<file path="src/rtl/reg_writeback_pkg.sv">
// Shared encodings for the writeback stage: phase bit indices, result-source selects, FSM states.
// Used by the sequencer and decoder as well as reg_writeback.
package reg_writeback_pkg;

    localparam int unsigned PH_F = 0;
    localparam int unsigned PH_R = 1;
    localparam int unsigned PH_X = 2;
    localparam int unsigned PH_M = 3;
    localparam int unsigned PH_W = 4;

    localparam logic [1:0] WB_ALU  = 2'd0;
    localparam logic [1:0] WB_MEM  = 2'd1;
    localparam logic [1:0] WB_LINK = 2'd2;
    localparam logic [1:0] WB_RSV  = 2'd3;

    typedef enum logic [1:0] {
        ST_IDLE,
        ST_PEND,
        ST_WMEM,
        ST_READY
    } wb_state_e;

endpackage

</file>
<file path="src/rtl/reg_writeback_wait_counter.sv">
// Load-wait counter for the writeback stage: clear, enable, and a flag that is high when the
// next increment lands on MEM_TIMEOUT.
module wb_wait_counter #(
    parameter int unsigned TW          = 4,
    parameter int unsigned MEM_TIMEOUT = 15
) (
    input  logic clk,
    input  logic n_rst,
    input  logic clr_i,
    input  logic en_i,
    output logic tc_o
);

    logic [TW-1:0] count_q;
    logic [TW-1:0] count_d;

    always_comb begin
        count_d = count_q;
        if (clr_i) begin
            count_d = '0;
        end else if (en_i) begin
            count_d = count_q + 1'b1;
        end
    end

    always_ff @(posedge clk or negedge n_rst) begin
        if (!n_rst) begin
            count_q <= '0;
        end else begin
            count_q <= count_d;
        end
    end

    assign tc_o = (count_q == TW'(MEM_TIMEOUT - 1));

endmodule

</file>
<file path="src/rtl/reg_writeback.sv">
// Write side of the 8x32 register file: captures dst/result in x, waits for load data in m,
// drives wa/wd/we in w. Define R0_ZERO_EN to suppress writes to register 0.
module reg_writeback
    import reg_writeback_pkg::*;
#(
    parameter int unsigned N           = 32,
    parameter int unsigned AW          = 3,
    parameter int unsigned MEM_TIMEOUT = 15,
    parameter int unsigned TW          = 4
) (
    input  logic          clk,
    input  logic          n_rst,
    input  logic [4:0]    phase,
    input  logic          wb_en,
    input  logic [1:0]    wb_sel,
    input  logic [AW-1:0] dst,
    input  logic [N-1:0]  alu_res,
    input  logic [N-1:0]  pc_link,
    input  logic [N-1:0]  mem_rdata,
    input  logic          mem_valid,
    output logic          stall,
    output logic [AW-1:0] wa,
    output logic [N-1:0]  wd,
    output logic          we,
    output logic [1:0]    err
);

    wb_state_e     state_q, state_d;
    logic [AW-1:0] addr_q, addr_d;
    logic [N-1:0]  data_q, data_d;
    logic [1:0]    err_q, err_d;
    logic          cnt_clr, cnt_en, cnt_tc;
    logic          phase_ok;
    logic          wr_ok;

    assign phase_ok = $onehot(phase);

    wb_wait_counter #(
        .TW          (TW),
        .MEM_TIMEOUT (MEM_TIMEOUT)
    ) u_wait (
        .clk   (clk),
        .n_rst (n_rst),
        .clr_i (cnt_clr),
        .en_i  (cnt_en),
        .tc_o  (cnt_tc)
    );

    always_ff @(posedge clk or negedge n_rst) begin
        if (!n_rst) begin
            state_q <= ST_IDLE;
            addr_q  <= '0;
            data_q  <= '0;
            err_q   <= '0;
        end else begin
            state_q <= state_d;
            addr_q  <= addr_d;
            data_q  <= data_d;
            err_q   <= err_d;
        end
    end

    always_comb begin
        state_d = state_q;
        addr_d  = addr_q;
        data_d  = data_q;
        err_d   = err_q;
        cnt_clr = 1'b0;
        cnt_en  = 1'b0;
        if (phase_ok) begin
            if (phase[PH_X]) begin
                if (wb_en) begin
                    // A capture over an unretired write replaces it and flags the overrun.
                    if (state_q != ST_IDLE) begin
                        err_d[1] = 1'b1;
                    end
                    addr_d = dst;
                    if (wb_sel == WB_MEM) begin
                        state_d = ST_WMEM;
                        cnt_clr = 1'b1;
                    end else begin
                        state_d = ST_READY;
                        data_d  = (wb_sel == WB_LINK) ? pc_link : alu_res;
                    end
                end else begin
                    state_d = ST_IDLE;
                end
            end else if (phase[PH_M] && state_q == ST_WMEM) begin
                if (mem_valid) begin
                    data_d  = mem_rdata;
                    state_d = ST_READY;
                end else begin
                    cnt_en = 1'b1;
                    if (cnt_tc) begin
                        state_d  = ST_IDLE;
                        err_d[0] = 1'b1;
                    end
                end
            end else if (phase[PH_W]) begin
                if (state_q == ST_WMEM) begin
                    err_d[0] = 1'b1;
                end
                state_d = ST_IDLE;
            end
        end
    end

`ifdef R0_ZERO_EN
    assign wr_ok = (addr_q != '0);
`else
    assign wr_ok = 1'b1;
`endif

    always_comb begin
        stall = 1'b0;
        we    = 1'b0;
        if (phase_ok) begin
            stall = phase[PH_M] && (state_q == ST_WMEM) && !mem_valid;
            we    = phase[PH_W] && ((state_q == ST_READY) || (state_q == ST_PEND)) && wr_ok;
        end
    end

    assign wa  = addr_q;
    assign wd  = data_q;
    assign err = err_q;

endmodule
</file>
<file path="config.mk">
export PLATFORM = sky130hd
export DESIGN_NAME = reg_writeback
export DESIGN_NICKNAME = d
export VERILOG_FILES = /design/src/rtl/reg_writeback_pkg.sv /design/src/rtl/reg_writeback_wait_counter.sv /design/src/rtl/reg_writeback.sv
export SDC_FILE = /design/constraint.sdc
export NUM_CORES = 1
export LEC_CHECK = 0
export ABC_AREA = 1
export BUFFER_PORTS_ARGS = -buffer_cell sky130_fd_sc_hd__buf_2
export CAP_MARGIN = 20
export CORE_MARGIN = 3
export CORE_UTILIZATION = 42
export DETAILED_ROUTE_END_ITERATION = 6
export GPL_TIMING_DRIVEN = 0
export PLACE_DENSITY = 0.77
export REMOVE_ABC_BUFFERS = 1
export SYNTH_ARGS = -nofsm -noshare
export SYNTH_HDL_FRONTEND = slang
export SYNTH_SLANG_ARGS = --single-unit
export TNS_END_PERCENT = 100
</file>
<file path="constraint.sdc">
create_clock -name clk -period 1.86 [get_ports clk]
set_input_delay 0.186 -clock clk [delete_from_list [all_inputs] [get_ports clk]]
set_output_delay 0.186 -clock clk [all_outputs]
set_load 0.01 [all_outputs]
</file>
After elaboration in Yosys (flattened, before gate mapping)
Cells that the tools add are included.
{"block": "op_classes", "bitwise": 1, "reduce_logical": 17, "n_addsub": 5, "eq_ne": 12, "mux": 30}
{"op": "two-way mux 32 bit", "n": 6}
{"op": "two-way mux 1 bit", "n": 16}
{"op": "two-way mux 2 bit", "n": 6}
{"op": "nonzero test 2 bit", "n": 6}
{"op": "two-way mux 4 bit", "n": 2}
{"op": "equality test 2 bit (second input constant)", "n": 3}
{"op": "inequality test 2 bit (second input constant)", "n": 3}
{"op": "AND reduction 3 bit", "n": 2}
{"op": "AND reduction 6 bit", "n": 1}
{"op": "AND reduction 5 bit", "n": 1}
{"op": "adder 1 x 1 -> 2 bit", "n": 2}
{"op": "adder 4 x 1 -> 4 bit (second input constant)", "n": 1}
{"op": "equality test 2 x 1 -> 1 bit (second input constant)", "n": 2}
{"op": "equality test 4 bit (second input constant)", "n": 1}
{"op": "inequality test 4 bit (second input constant)", "n": 1}
{"op": "AND reduction 4 bit", "n": 1}
{"op": "adder 2 x 2 -> 3 bit", "n": 1}
{"op": "adder 3 x 1 -> 3 bit", "n": 1}
{"op": "equality test 3 x 1 -> 1 bit (second input constant)", "n": 1}
{"op": "logical AND 1 bit", "n": 3}
{"op": "nonzero test 3 bit", "n": 1}
{"op": "inequality test 2 x 1 -> 1 bit (second input constant)", "n": 1}
{"op": "logical NOT 1 bit", "n": 1}
{"op": "logical OR 1 bit", "n": 1}
{"op": "inverter 1 bit", "n": 1}
{"block": "totals", "word_cells": 71, "output_inout_bits": 39, "reg_bits": 43, "input_bits": 110}

Depth between registers and ports, before layout
Gate-level depths: netlist (run 1).
{"block": "depth", "depth_word": 7, "ltp_mapped": 13}

Cells and area by module
A second synthesis (run 1) with hierarchy kept.
{"block": "hier_totals", "cells_unflattened": 473, "area_unflattened_um2": 3011.6}
{"mod": "reg_writeback", "area_each_um2": 2786.4, "cells_per_inst": 448, "instances": 1, "seq_area_each_um2": 975.9}
{"mod": "wb_wait_counter", "area_each_um2": 225.2, "cells_per_inst": 25, "instances": 1, "seq_area_each_um2": 100.1}

Worst setup path before layout (run 1)
No wires, ideal clock.
{"block": "synth_path", "path_kind": "input to register", "startpoint": "input port phase[0]", "endpoint": "register u_wait.count_q[0]", "cell_stages": 10, "path_buffers": 0, "setup_time_ns": 0.118, "path_slack_ns": -0.366, "t_arrival_ns": 2.108, "cell_sequence": "inv_1 > fa_1 > inv_1 > fa_1 > ha_1 > nand3b_1 > nor2_1 > nand2_1 > nand3_1 > nand2_1"}
{"block": "synth_between", "elab_chain_cells": 6}
{"item": "start, declared", "line": "reg_writeback.sv:13", "text": "input logic [4:0] phase,"}
{"item": "adder 1 x 1 -> 2 bit (not written as such) (*)", "line": "reg_writeback.sv:36", "text": "assign phase_ok = $onehot(phase);"}
{"item": "adder 2 x 2 -> 3 bit (not written as such) (*)", "line": "reg_writeback.sv:36"}
{"item": "adder 3 x 1 -> 3 bit (not written as such) (*)", "line": "reg_writeback.sv:36"}
{"item": "equality test 3 x 1 -> 1 bit (*)", "line": "reg_writeback.sv:36"}
{"item": "two-way mux 1 bit", "line": "reg_writeback.sv:70", "text": "if (phase_ok) begin"}
{"item": "two-way mux 4 bit / nonzero test 2 bit (equally long branches)"}
{"item": "end signal, assigned", "line": "reg_writeback_wait_counter.sv:30", "text": "count_q <= count_d;"}
{"item": "end, declared", "line": "reg_writeback_wait_counter.sv:14", "text": "logic [TW-1:0] count_q;"}
Mark *: on every way between the ends. The rest lies on a longest branch, timed or not.
A chain may end at the register's enable or synchronous reset.

Final worst setup path (run 1)
{"block": "layout_path", "startpoint": "input port phase[0]", "endpoint": "output port stall"}
{"block": "layout_between", "elab_chain_cells": 5}
{"item": "adder 1 x 1 -> 2 bit (not written as such)", "line": "reg_writeback.sv:36"}
{"item": "adder 2 x 2 -> 3 bit (not written as such)", "line": "reg_writeback.sv:36"}
{"item": "adder 3 x 1 -> 3 bit (not written as such)", "line": "reg_writeback.sv:36"}
{"item": "equality test 3 x 1 -> 1 bit", "line": "reg_writeback.sv:36"}
{"item": "two-way mux 1 bit", "line": "reg_writeback.sv:117", "text": "if (phase_ok) begin"}
{"item": "end, declared", "line": "reg_writeback.sv:21", "text": "output logic stall,"}
No other way between the ends.

==> run metrics, run 1 <==
WP data required=1.67 ns; Hold WC Path Type=in -> async; worst r2r path cells=6; most frequent cells in the layout=buf_2, nand2_1, nand3_1; initial core utilization=0.4389; total track usage=0.2429; initial antenna violation count=0; share of cells above drive strength 1=0.4171; Cells after Synth=476; vias in the first global route=3,526; HPWL after DPL=5.764 mm; cell area power density=992.5 nW/um2; GP Congestion=0.7642; synthesized cell area=3032 um2; Netlist cell types=27; Least-Margin Pin Slew=0.9474 ns; # rows=30; Worst IR Drop VDD=441.4 uV; yosys warns=0; pre-CTS worst setup slack=-1.258 ns; number of synthesized register bits=43; Die Width=90.96 um; Setup WS post-layout=-0.3228 ns; CTS tree=yes; largest net degree at the start of global routing=44; core area=6907 um2; Max Buffers Root-to-Sink=2; grt total ovfl=0; failing checks=negative setup slack; global-route wire length before repair=16.51 mm; clk slew on worst S/H paths=0.08 ns; fill count=622; drt drc=0; Net Sw Frac=0.4200; Avg Vias per Cell=4.948; combinational share of power=0.482; area grow syn2layout=46.43%; Worst R2R Start=state_q[0]; clock power share=0.132; RSZ-0062 raised after global routing=true; Buffers on Ports=148; WL/cell=14.44 um; CP startpoint kind=input pin; Clk Latency, worst-skew pair=0.30 ns; f_max=458.1 MHz; Reg power frac=0.386; clock sinks=43; max_slew headroom=0.3684; setup_tns=-9.886 ns; die area=8274 um2; Final Skew=0.005504 ns; Tot Pwr=4.406 mW; final hold vios=0; Tmin final=2.183 ns; most common cell after layout, fill and taps aside=buf_2; status=finished with violations; Crit Reg-Reg Endpoint=wd[1]; leakage power=2.660 nW; CTS Buf Count=5; sequential share of the synthesized area=0.3549; Pre-Repair DR Iteration Count=5; DRT antenna net count=0; Root Buffer=clkbuf_8; worst-path maximum fanout=4; synthesized area per cell=6.369 um2; Worst Setup Path Type=in -> out; Ant. Diodes=0; Nets=747; internal cell power=2.556 mW; IO Count=149; vias=3,607; DRT iter0 DRCs=105; max cap viols=0; Slew Limit Fails=0; Sw Pwr=1.850 mW; WL final=10.53 mm; Final period util=1.174; crit end category=output pin; crit path DAT=2.00 ns; Die Ht=90.96 um; # setup viols final=45; reg-to-reg slack, setup=0.08 ns; htree depth=2
## metal layers
metal / vias to the layer above / share of wire / wire (um) / global-route usage
met5: - / 0 / 0 / 0
met4: 0 / 0.024 / 250 / 0.09171
met3: 23 / 0.074 / 784 / 0.04805
met2: 163 / 0.50 / 5260 / 0.4231
met1: 1646 / 0.40 / 4232 / 0.2951
li1: 1775 / - / - / -
## synthesized netlist by cell type
| cell | n | area share |
|---|---|---|
| nor2_1 | 8 | 0.0099 |
| xnor2_1 | 1 | 0.0029 |
| buf_6 | 4 | 0.015 |
| clkbuf_1 | 8 | 0.0099 |
| buf_2 | 8 | 0.013 |
| o21bai_1 | 1 | 0.0025 |
| nand2_2 | 1 | 0.0021 |
| and2_2 | 1 | 0.0025 |
| buf_4 | 4 | 0.0099 |
| o21ai_2 | 1 | 0.0029 |
| nand2_1 | 187 | 0.23 |
| nor2_4 | 2 | 0.0074 |
| nand2_4 | 2 | 0.0074 |
| nand4_2 | 1 | 0.0041 |
| a21oi_1 | 1 | 0.0016 |
| buf_1 | 3 | 0.0037 |
| o21ai_0 | 1 | 0.0016 |
| nor3_1 | 2 | 0.0033 |
| fa_1 | 2 | 0.013 |
| ha_1 | 3 | 0.012 |
| inv_1 | 75 | 0.093 |
| nand3_1 | 110 | 0.18 |
| inv_4 | 1 | 0.0021 |
| xor2_1 | 1 | 0.0029 |
| nand3b_1 | 2 | 0.0050 |
| inv_2 | 3 | 0.0037 |
| dfrtp_1 | 43 | 0.35 |
## worst max-delay path, stage by stage
cell and delay, ns:
buf_8 0.07, inv_4 0.03, fa_1 0.54, inv_2 0.04, fa_2 0.37, ha_4 0.24, nand3b_1 0.23, nor3_2 0.14
buf_2 0.15
## logic make-up after synthesis
family | Yosys count | synth area share
AO/OA/AOI/OAI | 4 | 0.008665
AND/OR/NAND/NOR | 316 | 0.4548
buffers and inverters | 106 | 0.1502
adder cells (fa/ha/maj) | 5 | 0.02559
XOR/XNOR | 2 | 0.005779
flip-flops | 43 | 0.3549
## power groups by stage
stage          clock (mW)  sequential, mW  combinational (mW)
2_1_floorplan           0            1.81               0.640
3_3_place_gp            0            1.61                1.55
3_5_place_dp            0            1.61                1.60
4_1_cts             0.593            1.66                2.02
5_1_grt             0.640            1.76                2.32
6_report            0.581            1.70                2.12
## what timing repair did
item,in CTS,in global routing
setup endpoints to repair,45,45
setup buffers,19,3
hold buffers,0,0
gates resized for setup,68,37
hold endpoints to repair,0,0
pin swaps,30,20
cloned,8,0
## registers in the layout (all words and copies together) (netlist names)
name / cells
err: 2
state_q: 2
u_wait.count_q: 4
wa: 3
wd: 32
## how the worst max path moves through the flow
stage,endpoint,depth (start not counted),start
finish,stall,9,phase[0]
global route,stall,9,phase[1]
CTS,stall,9,phase[3]
detailed placement,wd[20],10,phase[0]
global placement,wd[25],10,phase[0]
floorplan,wd[0],9,phase[0]
## area by class of cell
cell class | count | area [um2] | share of cell area
inverter | 79 | 304.0 | 0.06849
multi-input combinational | 335 | 1882 | 0.4239
tap | 96 | 120.1 | 0.02706
clock buffer | 5 | 68.82 | 0.01550
clock inverter | 3 | 15.01 | 0.003382
sequential | 43 | 1076 | 0.2424
timing repair buffer | 168 | 973.4 | 0.2193
## per-stage QoR
stage	cell area, um2	hold WS [ns]	utilization	instances
3_5_place_dp	3736	0.3878	0.5409	693
6_report	4439	0.02945	0.6428	729
5_1_grt	4439	0.07127	0.6428	729
2_1_floorplan	2875	-0.1096	-	449
3_3_place_gp	3736	0.3828	0.5409	693
4_1_cts	4310	0.05845	0.6241	728
Power figures use the tool's default switching activity.
==> run 2, diff against run 1 <==
- SETUP_SLACK_MARGIN: unset -> 0.1
==> run 2 against run 1 <==
Sequential power about the same. The flow still finishes with violations (negative setup slack). Highest routed layer unchanged. Global-route usage did not move. Clock skew hardly changed. Largest power group unchanged. Core utilization up 0.24 points. Non-clock buffer count up 1. Largest cell class unchanged. Critical path type unchanged. Final area up 0.37%. Setup slack lost 0.022 ns. Clock power is essentially flat.
==> run metrics, run 2 (synthesis gave the netlist of run 1 again) <==
vias in the first global route=3,526; Largest register FFs=32; Final period util=1.186; CTS tree=yes; pre-CTS worst setup slack=-1.258 ns; Worst IR Drop VDD=411.9 uV; htree depth=2; initial antenna violation count=0; final hold vios=0; crit end category=output pin; Hold WC Path Type=in -> async; Avg Vias per Cell=5.021; WL final=10.56 mm; Buffers on Ports=148; IO Count=149; clk slew on worst S/H paths=0.08 ns; max cap viols=0; Pre-Repair DR Iteration Count=4; Least-Margin Pin Slew=0.9450 ns; Max Buffers Root-to-Sink=2; max_slew headroom=0.3700; utilization after layout=0.6451; CP top delay family=adder cells; Slowest-stage cell, CP=fa_1; WL/cell=14.46 um; Storage cell area=1076 um2; WP data required=1.67 ns; Buf/Inv on CP=4; combinational share of power=0.484; fill count=613; Slew Limit Fails=0; Reg power frac=0.386; crit path DAT=2.02 ns; cell area power density=992.5 nW/um2; Tot Pwr=4.422 mW; CP cell instances=buf_8 > inv_4 > fa_1 > inv_2 > fa_2 > ha_4 > nand3b_1 > nor3_2 > buf_2; worst-path maximum fanout=4; Final Skew=0.005422 ns; grt total ovfl=0; core area=6907 um2; HPWL after DPL=5.764 mm; f_max=453.5 MHz; Crit path largest cell delay=0.54 ns; clock power share=0.131; CTS Buf Count=5; internal cell power=2.568 mW; RSZ-0062 raised after global routing=true; most frequent cells in the layout=buf_2, nand2_1, nand3_1; # rows=30; Root Buffer=clkbuf_8; multi-input logic area=1887 um2; Die Width=90.96 um; # setup viols final=45; leakage power=2.666 nW; status=finished with violations; GP Congestion=0.7642; failing checks=negative setup slack; Layout Cells excl Fill=730; Ant. Diodes=0; initial core utilization=0.4389; CP startpoint kind=input pin; Die Ht=90.96 um; total track usage=0.2429; largest net degree at the start of global routing=44; clock sinks=43; Setup WS post-layout=-0.3451 ns; vias=3,665; die area=8274 um2; post-cts hold buffer count=0; DRT iter0 DRCs=116; placed cells=693; drt drc=0; area grow syn2layout=46.97%; Net Sw Frac=0.4194; most common cell after layout, fill and taps aside=buf_2; DRT antenna net count=0; Tmin final=2.205 ns; share of cells above drive strength 1=0.4211; Nets=748; global-route wire length before repair=16.51 mm; Worst Setup Path Type=in -> out; Clk Latency, worst-skew pair=0.29 ns; Sw Pwr=1.854 mW
run 2: final timing paths:
check,start,to,slack (ns),cells after the start
max in group asynchronous,n_rst,wd[9],1.24,1
min in group clk,dst[0],wa[0],0.09,3
max reg2reg,state_q[0],wd[1],0.07,6
min reg2reg,wd[19],wd[19],0.48,2
max,phase[0],stall,-0.35,9
min,n_rst,wd[13],0.03,1
run 2: power groups by stage:
stage               logic (mW)  registers (mW)  clock network (mW)
floorplan                0.640            1.81                   0
global route              2.34            1.77               0.638
global placement          1.55            1.61                   0
CTS                       2.02            1.66               0.593
finish                    2.14            1.71               0.578
detailed placement        1.60            1.61                   0
run 2: layout make-up:
class	count	share of cell area
clock buffer	5	0.01545
timing repair buffer	169	0.2210
sequential	43	0.2415
tap	96	0.02696
multi-input combinational	335	0.4235
clock inverter	3	0.003370
inverter	79	0.06824
run 2: repair_timing:
item	CTS	global route
gates resized for setup	68	39
gates cloned	8	0
setup endpoints to repair	45	45
pin swaps	30	20
buffers inserted	19	3
run 2: stage by stage:
stage	instance area (um2)	TNS (ns)	hold slack [ns]
2_1_floorplan	2875	-28.00	-0.1096
3_3_place_gp	3736	-48.40	0.3828
3_5_place_dp	3736	-51.48	0.3878
4_1_cts	4310	-12.41	0.05845
5_1_grt	4456	-12.23	0.07632
6_report	4456	-9.912	0.02931
run 2: layer usage:
layer  vias to the layer above  wire [um]  share of wire  GRT usage
met2                       166       5252           0.50     0.4231
met1                      1689       4239           0.40     0.2951
met4                         0        325          0.031    0.09171
met5                         -          0              0          0
met3                        32        741          0.070    0.04805
li1                       1778          -              -          -
==> run 3, diff against run 2 <==
- SKIP_CTS_REPAIR_TIMING: unset -> 1
==> run 3 against run 2 <==
The flow still finishes with violations (negative setup slack). Setup slack worse by 0.098 ns. Fmax decreased by 4.2%. Critical path depth stayed put. Die area unchanged. Global-route usage is 4.4 points lower. Critical path type unchanged.
==> run metrics, run 3 (synthesis gave the netlist of run 1 again) <==
GP Congestion=0.7642; most frequent cells in the layout=nand2_1, buf_2, nand3_1; core area=6907 um2; Hold WC Path Type=in -> async; crit end category=output pin; drt drc=0; Die Ht=90.96 um; initial core utilization=0.4389; total track usage=0.1985; share of cells above drive strength 1=0.3788; Max Buffers Root-to-Sink=2; WP data required=1.67 ns; Tmin final=2.303 ns; Ant. Diodes=0; Setup WS post-layout=-0.4427 ns; vias in the first global route=3,174; Die Width=90.96 um; reg-to-reg slack, setup=0.13 ns; vias=3,488; Clk Latency, worst-skew pair=0.29 ns; Root Buffer=clkbuf_8; cell area power density=981.3 nW/um2; WL/cell=13.86 um; area grow syn2layout=40.69%; Largest register FFs=32; Least-Margin Pin Slew=0.9533 ns; multi-input logic area=1790 um2; CP startpoint kind=input pin; Worst Setup Path Type=in -> out; htree depth=2; RSZ-0062 raised after global routing=true; DRT antenna net count=0; max cap viols=0; clk slew on worst S/H paths=0.08 ns; Tot Pwr=4.185 mW; most common cell after layout, fill and taps aside=nand2_1; CTS tree=yes; clock sinks=43; hold slack final=0.03441 ns; global-route wire length before repair=13.92 mm; # rows=30; fill count=638; grt total ovfl=0; largest net degree at the start of global routing=44; die area=8274 um2; failing checks=negative setup slack; IO Count=149; final hold vios=0; f_max=434.3 MHz; placed cells=693; HPWL after DPL=5.764 mm; Storage cell area=1076 um2; WL final=9.968 mm; crit path DAT=2.12 ns; Worst IR Drop VDD=391.9 uV; Buffers on Ports=148; status=finished with violations; Pre-Repair DR Iteration Count=4; initial antenna violation count=0; CTS Buf Count=5; DRT iter0 DRCs=163; max_slew headroom=0.3645; Layout Cells excl Fill=719; Final Skew=0.004115 ns; leakage power=2.598 nW; Final period util=1.238; worst-path maximum fanout=4; Slew Limit Fails=0; Avg Vias per Cell=4.851; # setup viols final=45; Nets=737
==> run 3: cell types whose count changed in the layout (fill, tap and decap cells not counted), moves of 5 or more <==
cell     delta
buf_6       -5
nand2_2     -8
nand3_1     +7
nand2_1    +12
buf_4       -5
nand3_2     -7
==> run 3: critical path: stages <==
cell,delay [ns]
buf_8,0.08
inv_4,0.03
fa_1,0.56
inv_2,0.06
fa_2,0.38
ha_4,0.25
nand3b_1,0.22
nor3_2,0.20
buf_2,0.15
==> run 3: where the power goes <==
group | switching (mW) | internal [mW] | leakage (nW)
clock network | 0.320 | 0.257 | 0.0477
logic | 1.11 | 0.826 | 2.01
registers | 0.310 | 1.36 | 0.544
==> run 3: layout make-up <==
| type | instances | area share |
|---|---|---|
| multi-input combinational | 334 | 0.4198 |
| sequential | 43 | 0.2523 |
| timing repair buffer | 159 | 0.2094 |
| inverter | 79 | 0.07070 |
| tap | 96 | 0.02816 |
| clock buffer | 5 | 0.01613 |
| clock inverter | 3 | 0.003520 |
==> run 3: final timing paths <==
| path | depth (start not counted) | startpoint | to |
|---|---|---|---|
| max | 9 | phase[3] | stall |
| min | 1 | n_rst | wd[17] |
| max reg2reg | 6 | state_q[0] | wd[13] |
| min reg2reg | 2 | wd[13] | wd[13] |
| max in group asynchronous | 1 | n_rst | wd[9] |
| min in group clk | 3 | dst[1] | wa[1] |
==> run 3: stage by stage <==
step	area, um2	TNS (ns)	worst slack (ns)	utilization
3_3_place_gp	3736	-48.40	-1.172	0.5409
4_1_cts	3820	-38.17	-0.9446	0.5531
6_report	4265	-12.58	-0.4427	0.6176
5_1_grt	4265	-15.06	-0.5164	0.6176
2_1_floorplan	2875	-28.00	-0.6697	-
3_5_place_dp	3736	-51.48	-1.258	0.5409
==> run 3: routing by layer <==
layer	track usage	up-vias	part of all wire
met5	0	-	0
met4	0.06030	0	0.019
met3	0.03811	17	0.086
met2	0.3544	151	0.50
met1	0.2406	1563	0.40
li1	-	1757	-
